## config.mk

```make
export PLATFORM = sky130hd
export DESIGN_NAME = fifo_stream_reader_flat
export DESIGN_NICKNAME = d
export VERILOG_FILES = /design/src/rtl/fifo_pkg.sv /design/src/rtl/fifo_stream_reader_if.sv /design/src/rtl/stream_skid_buffer.sv /design/src/rtl/fifo_stream_reader.sv /design/src/flat_wrapper.sv
export SDC_FILE = /design/constraint.sdc
export NUM_CORES = 1
export LEC_CHECK = 0
export CORE_ASPECT_RATIO = 0.7
export CORE_MARGIN = 5
export CORE_UTILIZATION = 48
export CTS_CLUSTER_DIAMETER = 200
export DETAILED_ROUTE_END_ITERATION = 7
export PLACE_DENSITY = 0.89
export RECOVER_POWER = 50
export SETUP_SLACK_MARGIN = 0.4
export SYNTH_ARGS = -nofsm -noshare
export SYNTH_HDL_FRONTEND = slang
export SYNTH_SLANG_ARGS = --single-unit
```

## constraint.sdc

```tcl
create_clock -name i_clk -period 3.15 [get_ports i_clk]
set_input_delay 0.4725 -clock i_clk [delete_from_list [all_inputs] [get_ports i_clk]]
set_output_delay 0.4725 -clock i_clk [all_outputs]
set_load 0.01 [all_outputs]
```

## src/rtl/fifo_pkg.sv

```systemverilog
// Shared constants and helpers for FIFO read-side and stream buffer blocks.
package fifo_pkg;

  // FIFO read latency options: data with the pop, or one cycle after it.
  localparam int FIFO_RD_LAT_COMB = 0;
  localparam int FIFO_RD_LAT_REG  = 1;

  // Output stream buffer geometry.
  localparam int STREAM_BUF_DEPTH = 2;
  localparam int STREAM_OCC_WIDTH = $clog2(STREAM_BUF_DEPTH + 1);

  typedef logic [STREAM_OCC_WIDTH-1:0] stream_occ_t;

  localparam logic [STREAM_OCC_WIDTH:0] STREAM_BUF_DEPTH_W = STREAM_BUF_DEPTH[STREAM_OCC_WIDTH:0];

  // True when words already held or promised, less the one leaving this
  // cycle, still leave room for one more. fire implies occ >= 1, so the
  // subtraction cannot underflow.
  function automatic logic slot_free(input stream_occ_t occ, input logic inflight,
                                     input logic fire);
    logic [STREAM_OCC_WIDTH:0] sum;
    sum = {1'b0, occ}
        + {{STREAM_OCC_WIDTH{1'b0}}, inflight}
        - {{STREAM_OCC_WIDTH{1'b0}}, fire};
    return sum < STREAM_BUF_DEPTH_W;
  endfunction

endpackage

```

## src/rtl/fifo_stream_reader_if.sv

```systemverilog
// FIFO read port plus valid/ready stream output, bundled for the reader.
interface fifo_stream_reader_if #(
  parameter int WORD_LENGTH = 8
);
  logic [WORD_LENGTH-1:0] fifo_data;
  logic                   fifo_empty;
  logic                   fifo_read_en;
  logic [WORD_LENGTH-1:0] data;
  logic                   valid;
  logic                   ready;

  // Reader side: pops the FIFO and drives the stream.
  modport master (
    input  fifo_data, fifo_empty, ready,
    output fifo_read_en, data, valid
  );

  // Environment side: the FIFO and the stream consumer.
  modport slave (
    output fifo_data, fifo_empty, ready,
    input  fifo_read_en, data, valid
  );
endinterface

```

## src/rtl/stream_skid_buffer.sv

```systemverilog
// Two-entry in-order valid/ready buffer. The head is always r_head, so the
// stream output is purely registered and holds while not accepted.
module stream_skid_buffer
  import fifo_pkg::*;
#(
  parameter int WORD_LENGTH = 8
) (
  input  logic                   i_clk,
  input  logic                   i_reset_n,
  input  logic                   i_wr_en,
  input  logic [WORD_LENGTH-1:0] i_wr_data,
  input  logic                   i_ready,
  output logic [WORD_LENGTH-1:0] o_data,
  output logic                   o_valid,
  output stream_occ_t            o_occ,
  output logic                   o_fire
);

  localparam stream_occ_t OCC_ONE = stream_occ_t'(1);

  logic [WORD_LENGTH-1:0] r_head;
  logic [WORD_LENGTH-1:0] r_tail;
  stream_occ_t            r_occ;
  logic                   w_fire;

  assign o_valid = (r_occ != '0);
  assign w_fire  = o_valid & i_ready;
  assign o_fire  = w_fire;
  assign o_data  = r_head;
  assign o_occ   = r_occ;

  // Shift/append the two entries; a write alongside a fire keeps occupancy.
  always_ff @(posedge i_clk) begin
    if (!i_reset_n) begin
      r_head <= '0;
      r_tail <= '0;
      r_occ  <= '0;
    end else begin
      case ({i_wr_en, w_fire})
        2'b10: begin
          if (r_occ == '0) r_head <= i_wr_data;
          else             r_tail <= i_wr_data;
          r_occ <= r_occ + OCC_ONE;
        end
        2'b01: begin
          r_head <= r_tail;
          r_occ  <= r_occ - OCC_ONE;
        end
        2'b11: begin
          if (r_occ == OCC_ONE) begin
            r_head <= i_wr_data;
          end else begin
            r_head <= r_tail;
            r_tail <= i_wr_data;
          end
        end
        default: ;
      endcase
    end
  end

endmodule

```

## src/rtl/fifo_stream_reader.sv

```systemverilog
// Pops an internal FIFO and presents the words on a valid/ready stream,
// absorbing a 0- or 1-cycle FIFO read latency without bubbles.
module fifo_stream_reader
  import fifo_pkg::*;
#(
  parameter int WORD_LENGTH  = 8,
  parameter int READ_LATENCY = 1,
  parameter int COUNT_WIDTH  = 16
) (
  input  logic                   i_clk,
  input  logic                   i_reset_n,
  input  logic                   i_enable,
  fifo_stream_reader_if.master   io_bus,
  output logic [COUNT_WIDTH-1:0] o_word_count
);

  logic                   r_inflight;
  logic [COUNT_WIDTH-1:0] r_count;
  logic                   w_pop;
  logic                   w_fire;
  logic                   w_wr_en;
  stream_occ_t            w_occ;

  // Pop only when the word cannot overflow the buffer, counting any word
  // still in flight and the one leaving this cycle; held off during reset.
  assign w_pop = i_reset_n & i_enable & ~io_bus.fifo_empty
               & slot_free(w_occ, r_inflight, w_fire);

  assign io_bus.fifo_read_en = w_pop;
  assign o_word_count        = r_count;

  // With combinational read data the word lands at the pop edge; otherwise
  // it lands one edge later, tracked by r_inflight.
  assign w_wr_en = (READ_LATENCY == FIFO_RD_LAT_COMB) ? w_pop : r_inflight;

  // In-flight flag: a registered copy of the pop for the registered FIFO.
  always_ff @(posedge i_clk) begin
    if (!i_reset_n) r_inflight <= 1'b0;
    else            r_inflight <= (READ_LATENCY == FIFO_RD_LAT_REG) ? w_pop : 1'b0;
  end

  // Delivered-word counter, wraps naturally at 2^COUNT_WIDTH.
  always_ff @(posedge i_clk) begin
    if (!i_reset_n) r_count <= '0;
    else            r_count <= r_count + {{(COUNT_WIDTH-1){1'b0}}, w_fire};
  end

  stream_skid_buffer #(
    .WORD_LENGTH(WORD_LENGTH)
  ) u_buf (
    .i_clk     (i_clk),
    .i_reset_n (i_reset_n),
    .i_wr_en   (w_wr_en),
    .i_wr_data (io_bus.fifo_data),
    .i_ready   (io_bus.ready),
    .o_data    (io_bus.data),
    .o_valid   (io_bus.valid),
    .o_occ     (w_occ),
    .o_fire    (w_fire)
  );

endmodule

```

## src/flat_wrapper.sv

```systemverilog
// flat-port wrapper written by rule: the top's interface ports become plain ports
module fifo_stream_reader_flat import fifo_pkg::*;
#(
  parameter int WORD_LENGTH  = 8,
  parameter int READ_LATENCY = 1,
  parameter int COUNT_WIDTH  = 16
)
  (i_clk, i_reset_n, i_enable, o_word_count, io_bus_fifo_data, io_bus_fifo_empty, io_bus_ready, io_bus_fifo_read_en, io_bus_data, io_bus_valid);
  fifo_stream_reader_if #(.WORD_LENGTH(WORD_LENGTH)) io_bus_i ();
  input  logic i_clk;
  input  logic i_reset_n;
  input  logic i_enable;
  output logic [COUNT_WIDTH-1:0] o_word_count;
  input wire logic [$bits(io_bus_i.fifo_data)-1:0] io_bus_fifo_data;
  input wire logic [$bits(io_bus_i.fifo_empty)-1:0] io_bus_fifo_empty;
  input wire logic [$bits(io_bus_i.ready)-1:0] io_bus_ready;
  output wire logic [$bits(io_bus_i.fifo_read_en)-1:0] io_bus_fifo_read_en;
  output wire logic [$bits(io_bus_i.data)-1:0] io_bus_data;
  output wire logic [$bits(io_bus_i.valid)-1:0] io_bus_valid;
  assign io_bus_i.fifo_data = io_bus_fifo_data;
  assign io_bus_i.fifo_empty = io_bus_fifo_empty;
  assign io_bus_i.ready = io_bus_ready;
  assign io_bus_fifo_read_en = io_bus_i.fifo_read_en;
  assign io_bus_data = io_bus_i.data;
  assign io_bus_valid = io_bus_i.valid;
  fifo_stream_reader #(.WORD_LENGTH(WORD_LENGTH), .READ_LATENCY(READ_LATENCY), .COUNT_WIDTH(COUNT_WIDTH)) u_core (.i_clk(i_clk), .i_reset_n(i_reset_n), .i_enable(i_enable), .io_bus(io_bus_i), .o_word_count(o_word_count));
endmodule
```

== Word level (Yosys, flattened, before mapping) ==
Index checks and enable logic that the tools add are counted.

* Bits in latches: 0
* Memories: 0
* Bits in writable memories: 0
* Register bits after elaboration: 35
* ROM bits: 0

* $add $sub $neg: 5
* Equality and inequality tests: 7
* Bitwise gates (word level): 5
* $mul: 0
* Mux-type cells: 7
* Shift operators: 0
* Magnitude comparators: 1
* Reductions and logical operators: 7
* Divide/modulo/power cells: 0

{| class="wikitable"
|+ Operators by type and width
! operator !! number
|-
| 8-bit 2-to-1 mux || 4
|-
| 8-bit case mux with 3 select lines || 1
|-
| 16-bit by 1-bit adder with 16-bit output || 1
|-
| 8-bit case mux with 2 select lines || 1
|-
| 2-bit inequality test (second input constant) || 3
|-
| 2-bit nonzero test || 3
|-
| 1-bit bitwise AND || 4
|-
| 2-bit by 1-bit equality test with 1-bit output (second input constant) || 2
|-
| 2-bit equality test (second input constant) || 2
|-
| 2-bit case mux with 2 select lines || 1
|-
| 2-bit by 1-bit adder with 3-bit output || 1
|-
| 3-bit by 2-bit < comparator with 1-bit output (second input constant) || 1
|-
| 3-bit AND reduction || 1
|-
| 3-bit nonzero test || 1
|-
| 3-bit by 1-bit subtractor with 3-bit output || 1
|-
| 2-bit by 1-bit adder with 2-bit output (second input constant) || 1
|-
| 2-bit logical NOT || 1
|-
| 2-bit AND reduction || 1
|-
| 2-bit by 1-bit subtractor with 2-bit output (second input constant) || 1
|-
| 1-bit inverter || 1
|}

== Longest topological paths before layout ==
* Word-level depth: 5
* Gate-level depth with buffers: 10
* Mapped depth without buffers: 10

== By module ==
From an unflattened synthesis, not the netlist that was laid out.

* Cells, all modules: 173
* Area, all modules: 1,631.6 um2

{| class="wikitable"
|+ Modules (own cells, without submodules)
! module !! sequential area each (um2) !! cells an instance !! instances !! area each (um2)
|-
| fifo_stream_reader || 340.3 || 83 || 1 || 832.0
|-
| stream_skid_buffer || 360.3 || 90 || 1 || 799.5
|}

== Worst setup path after synthesis ==
OpenSTA, ideal clock, no wires.

* Path type: flip-flop to output port
* From: register u_core.u_buf.r_occ[1], in the netlist u_core.u_buf.o_occ[1]
* To: output io_bus_fifo_read_en
* Path slack: 590 ps
* Path buffers: 0
* Data arrival time: 2,087 ps
* Required time: 2,677 ps
* Cell stages (with the launch flop): 10
* Path through: dfxtp_1 > inv_1 > ha_1 > nand2b_2 > ha_1 > inv_1 > nand2_1 > fa_1 > nand4b_1 > nor2_1

* Longest elaborated chain between the ends: 5
* Elaborated cells between the ends (all ways): 6
* Classes of those cells: add/sub (2); order compare (1); bitwise (2); reduce/logical (1)

{| class="wikitable"
|+ RTL lines
! element !! line !! text
|-
| start: declaration || stream_skid_buffer.sv:23 || <nowiki>stream_occ_t r_occ;</nowiki>
|-
| start signal: assignment || stream_skid_buffer.sv:43 || <nowiki>r_occ <= r_occ + OCC_ONE;</nowiki>
|-
| start signal: assignment || stream_skid_buffer.sv:47 || <nowiki>r_occ <= r_occ - OCC_ONE;</nowiki>
|-
| branches (longest 2 deep; another with 2-bit by 1-bit adder with 3-bit output) || n/a ||
|-
| 3-bit by 1-bit subtractor with 3-bit output * || fifo_pkg.sv:24 || <nowiki>- {{STREAM_OCC_WIDTH{1'b0}}, fire};</nowiki>
|-
| 3-bit by 2-bit < comparator with 1-bit output * || fifo_pkg.sv:25 || <nowiki>return sum < STREAM_BUF_DEPTH_W;</nowiki>
|-
| 1-bit bitwise AND * || fifo_stream_reader.sv:27 || <nowiki>& slot_free(w_occ, r_inflight, w_fire);</nowiki>
|-
| end: declaration || flat_wrapper.sv:17 || <nowiki>output wire logic [$bits(io_bus_i.fifo_read_en)-1:0] io_bus_fifo_read_en;</nowiki>
|}

Mark *: on every way between the ends.

== Worst setup path after layout ==
* From: register u_core.u_buf.r_occ[0], in the netlist u_core.u_buf.o_occ[0]
* To: output io_bus_fifo_read_en

The elaborated chain is that of the path after synthesis.

==> results.py <==
metrics = {
    "worst_setup_path": {
        "r2r_slack_ns": 0.60,
        "required_ns": 2.68,
        "end_kind": "output pin",
        "r2r_cells": 15,
        "startpoint_type": "flop",
        "worstSetupPathType": "reg2out",
        "worstReg2RegEnd": "u_core.r_inflight",
        "cp_max_fo": 2,
        "r2r_start": "u_core.u_buf.o_occ[0]",
        "crit_arrival_ns": 2.22,
    },
    "detailed_routing": {
        "wl_per_cell_um": 13.1,
        "dr.pass1.iters": 4,
        "vias": 1350,
        "routed_wl_um": 3510,
        "drtIter0Drc": 64,
        "drc": 0,
        "ant_nets": 0,
        "routed_via_density": 5.04,
    },
    "synthesis": {
        "synth_ff_type": "dfxtp_1",
        "yosys.area.top_type": "dfxtp_1",
        "ys_types": 30,
        "syn_area_per_cell_um2": 9.16,
        "synth_edf_count": 0,
        "syn-num-nets": 195,
        "ys_seq_area_share_pct": 43.5,
        "synth_top_area_share_pct": 43.5,
        "async_reset_ff_share_pct": 0,
        "synth_warnings": 0,
        "yosysMostFrequentCell": "dfxtp_1",
        "synth_commonest_cells": "dfxtp_1 (35), o21ai_0 (18), nand2_1 (17), and2_1 (14), nand3_1 (12)",
        "ys_ff_latch": 35,
        "synthesis.area_mm2": 0.00161,
        "syn_inst": 176,
        "synthTopCellsByArea": "dfxtp_1 (43%), mux2i_1 (5.6%), o21ai_0 (5.6%)",
    },
    "power_and_ir_drop": {
        "p_leak_nw": 1.01,
        "p_total_w": 0.00132,
        "irDropWorstVdd_v": 0.000438,
        "power_density_mw_per_mm2": 595,
    },
    "global_route": {
        "grt_pass1_wl_um": 5990,
        "overflow": 0,
        "grt_max_degree": 44,
        "grt_usage_pct": 16.9,
        "antenna_found_initial": 0,
        "grt_pass1_vias": 1338,
    },
    "placed_design": {
        "place_congestion": 0.863,
        "dpl_cell_area_mm2": 0.00205,
        "port_buffers": 38,
        "hpwl_um": 2450,
    },
    "sta": {
        "worst_slew_pin_slew_ns": 1.46,
        "slew_headroom_pct": 2.79,
        "whs_ns": 0.459,
        "timing.final.crit_share_pct": 85.6,
        "slew_viol_final": 0,
        "finalHoldViolations": 0,
        "max_freq_ghz": 0.371,
        "setup_viol": 0,
        "rsz0062_at_grt": "yes",
        "finalCriticalPeriod_ns": 2.70,
        "skew_ns": 0.00716,
    },
    "cts": {
        "clk_pin_slew_worst_paths_ns": 0.07,
        "cts-root-buf": "clkbuf_8",
        "cts_tree": "built",
        "cts_buffers": 5,
        "clk_latency_ns": 0.28,
        "cts_buffer_depth": 2,
        "hold_buffers": 0,
        "cts_sinks": 35,
        "htree_levels": 2,
    },
    "floorplan": {
        "die_y_um": 58.5,
        "io_pins": 39,
        "start_util_pct": 50.5,
        "core-area_mm2": 0.00319,
        "die_w_um": 79.3,
        "num_rows": 17,
        "fp.dieArea_mm2": 0.00463,
    },
    "run": {
        "drv_cap": 0,
    },
    "final_layout": {
        "fin_area_mm2": 0.00222,
        "drive_gt1_share_pct": 17.0,
        "nets": 248,
        "final_core_util_pct": 69.7,
        "antenna_cells": 0,
        "area_growth_pct": 38.0,
    },
    "worst_hold_path": {
        "whs_path_depth": 2,
        "whs_endpoint": "u_core.u_buf.r_tail[1]",
        "min_from": "u_core.u_buf.r_tail[1]",
        "min_path_type": "reg2reg",
    },
    "outcome": {
        "outcome": "complete, no violations",
    },
}
cell families after synthesis:
| kind of cell | count (synthesis) | share of synthesized area (%) |
|---|---|---|
| flops | 35 | 43.5 |
| simple gates | 67 | 24.5 |
| fa+ha+maj | 6 | 5.12 |
| xor+xnor | 14 | 7.61 |
| compound gates | 30 | 10.0 |
| mux | 9 | 5.59 |
| buf+inv | 15 | 3.65 |
metal layers:
layer  vias to the layer above  track usage [%]  wire length [um]
li1                        704                -                 -
met1                       612             21.3              1620
met2                        28             25.9              1630
met3                         6             7.65               197
met4                         0             5.39                56
met5                         -                0                 0
cell usage in the layout (no fill, tap or decap), types with 2 or more instances in the layout:
cell	Yosys	final
nand3_1	12	12
a21oi_1	9	9
inv_1	8	7
clkdlybuf4s50_1	0	18
xnor2_1	5	5
nand2_2	1	2
nand2_1	17	16
and2_1	14	11
nor2_1	6	6
nand3_2	2	2
o21ai_0	18	18
clkbuf_8	0	5
ha_1	5	3
nor3_1	4	4
mux2i_1	9	9
nor4_2	3	3
clkbuf_1	5	2
dlygate4sd3_1	0	18
and2_0	0	3
buf_4	0	14
dfxtp_1	35	33
dfxtp_2	0	2
xor2_1	9	9
final cells by class:
class                   instances  area (um^2)
fillers                       269          967
clock inverters                 2         12.5
flip-flops and latches         35          703
repair buffers                 53          483
clock buffers                   6         72.6
well taps                      38         47.5
inverters                       8         30.0
multi-input cells             126          875
worst max-delay path by stage:
stage | endpoint | depth (start not counted) | slack [ns] | start
floorplan | io_bus_fifo_read_en | 9 | 0.59 | u_core.u_buf.o_occ[1]
global placement | io_bus_fifo_read_en | 9 | -0.06 | io_bus_ready
detailed placement | io_bus_fifo_read_en | 9 | -0.1 | io_bus_ready
CTS | io_bus_fifo_read_en | 10 | 0.43 | u_core.u_buf.o_occ[0]
global route | io_bus_fifo_read_en | 10 | 0.33 | u_core.u_buf.o_occ[0]
finish | io_bus_fifo_read_en | 10 | 0.45 | u_core.u_buf.o_occ[0]
sequential cells by signal (all words and copies together) (netlist names):
name and count:
u_core.o_word_count 16, u_core.u_buf.o_data 8, u_core.u_buf.r_tail 8, u_core.u_buf.o_occ 2, u_core.r_inflight 1
power breakdown:
group	internal [W]	total [W]	switching (W)
Combinational	0.000245	0.000467	0.000221
Sequential	0.000510	0.000543	0.0000330
Clock	0.000154	0.000313	0.000159
Total	0.000909	0.00132	0.000413
critical path, stage by stage, from the launching register on:
cell      delay [ns]
dfxtp_2         0.34
inv_1           0.06
ha_2            0.19
nand2b_4        0.15
ha_4            0.21
inv_2           0.06
nand2_2         0.06
fa_1            0.49
nand4b_1        0.12
nor2_1          0.14
buf_2           0.14
through the flow:
stage	TNS (ns)	instances	setup slack (ns)
detailed placement	-0.0964	250	-0.0964
global placement	-0.0634	250	-0.0634
global route	0	268	0.327
floorplan	0	176	0.590
finish	0	268	0.454
CTS	0	267	0.426
what timing repair did:
item                                    4_1_cts  5_1_grt
endpoints found under the setup margin        1        2
gates cloned                                  0        0
buffers inserted                              9        1
pin swaps                                     2        2
gates resized for setup                       9        3
Power figures use the tool's default switching activity.
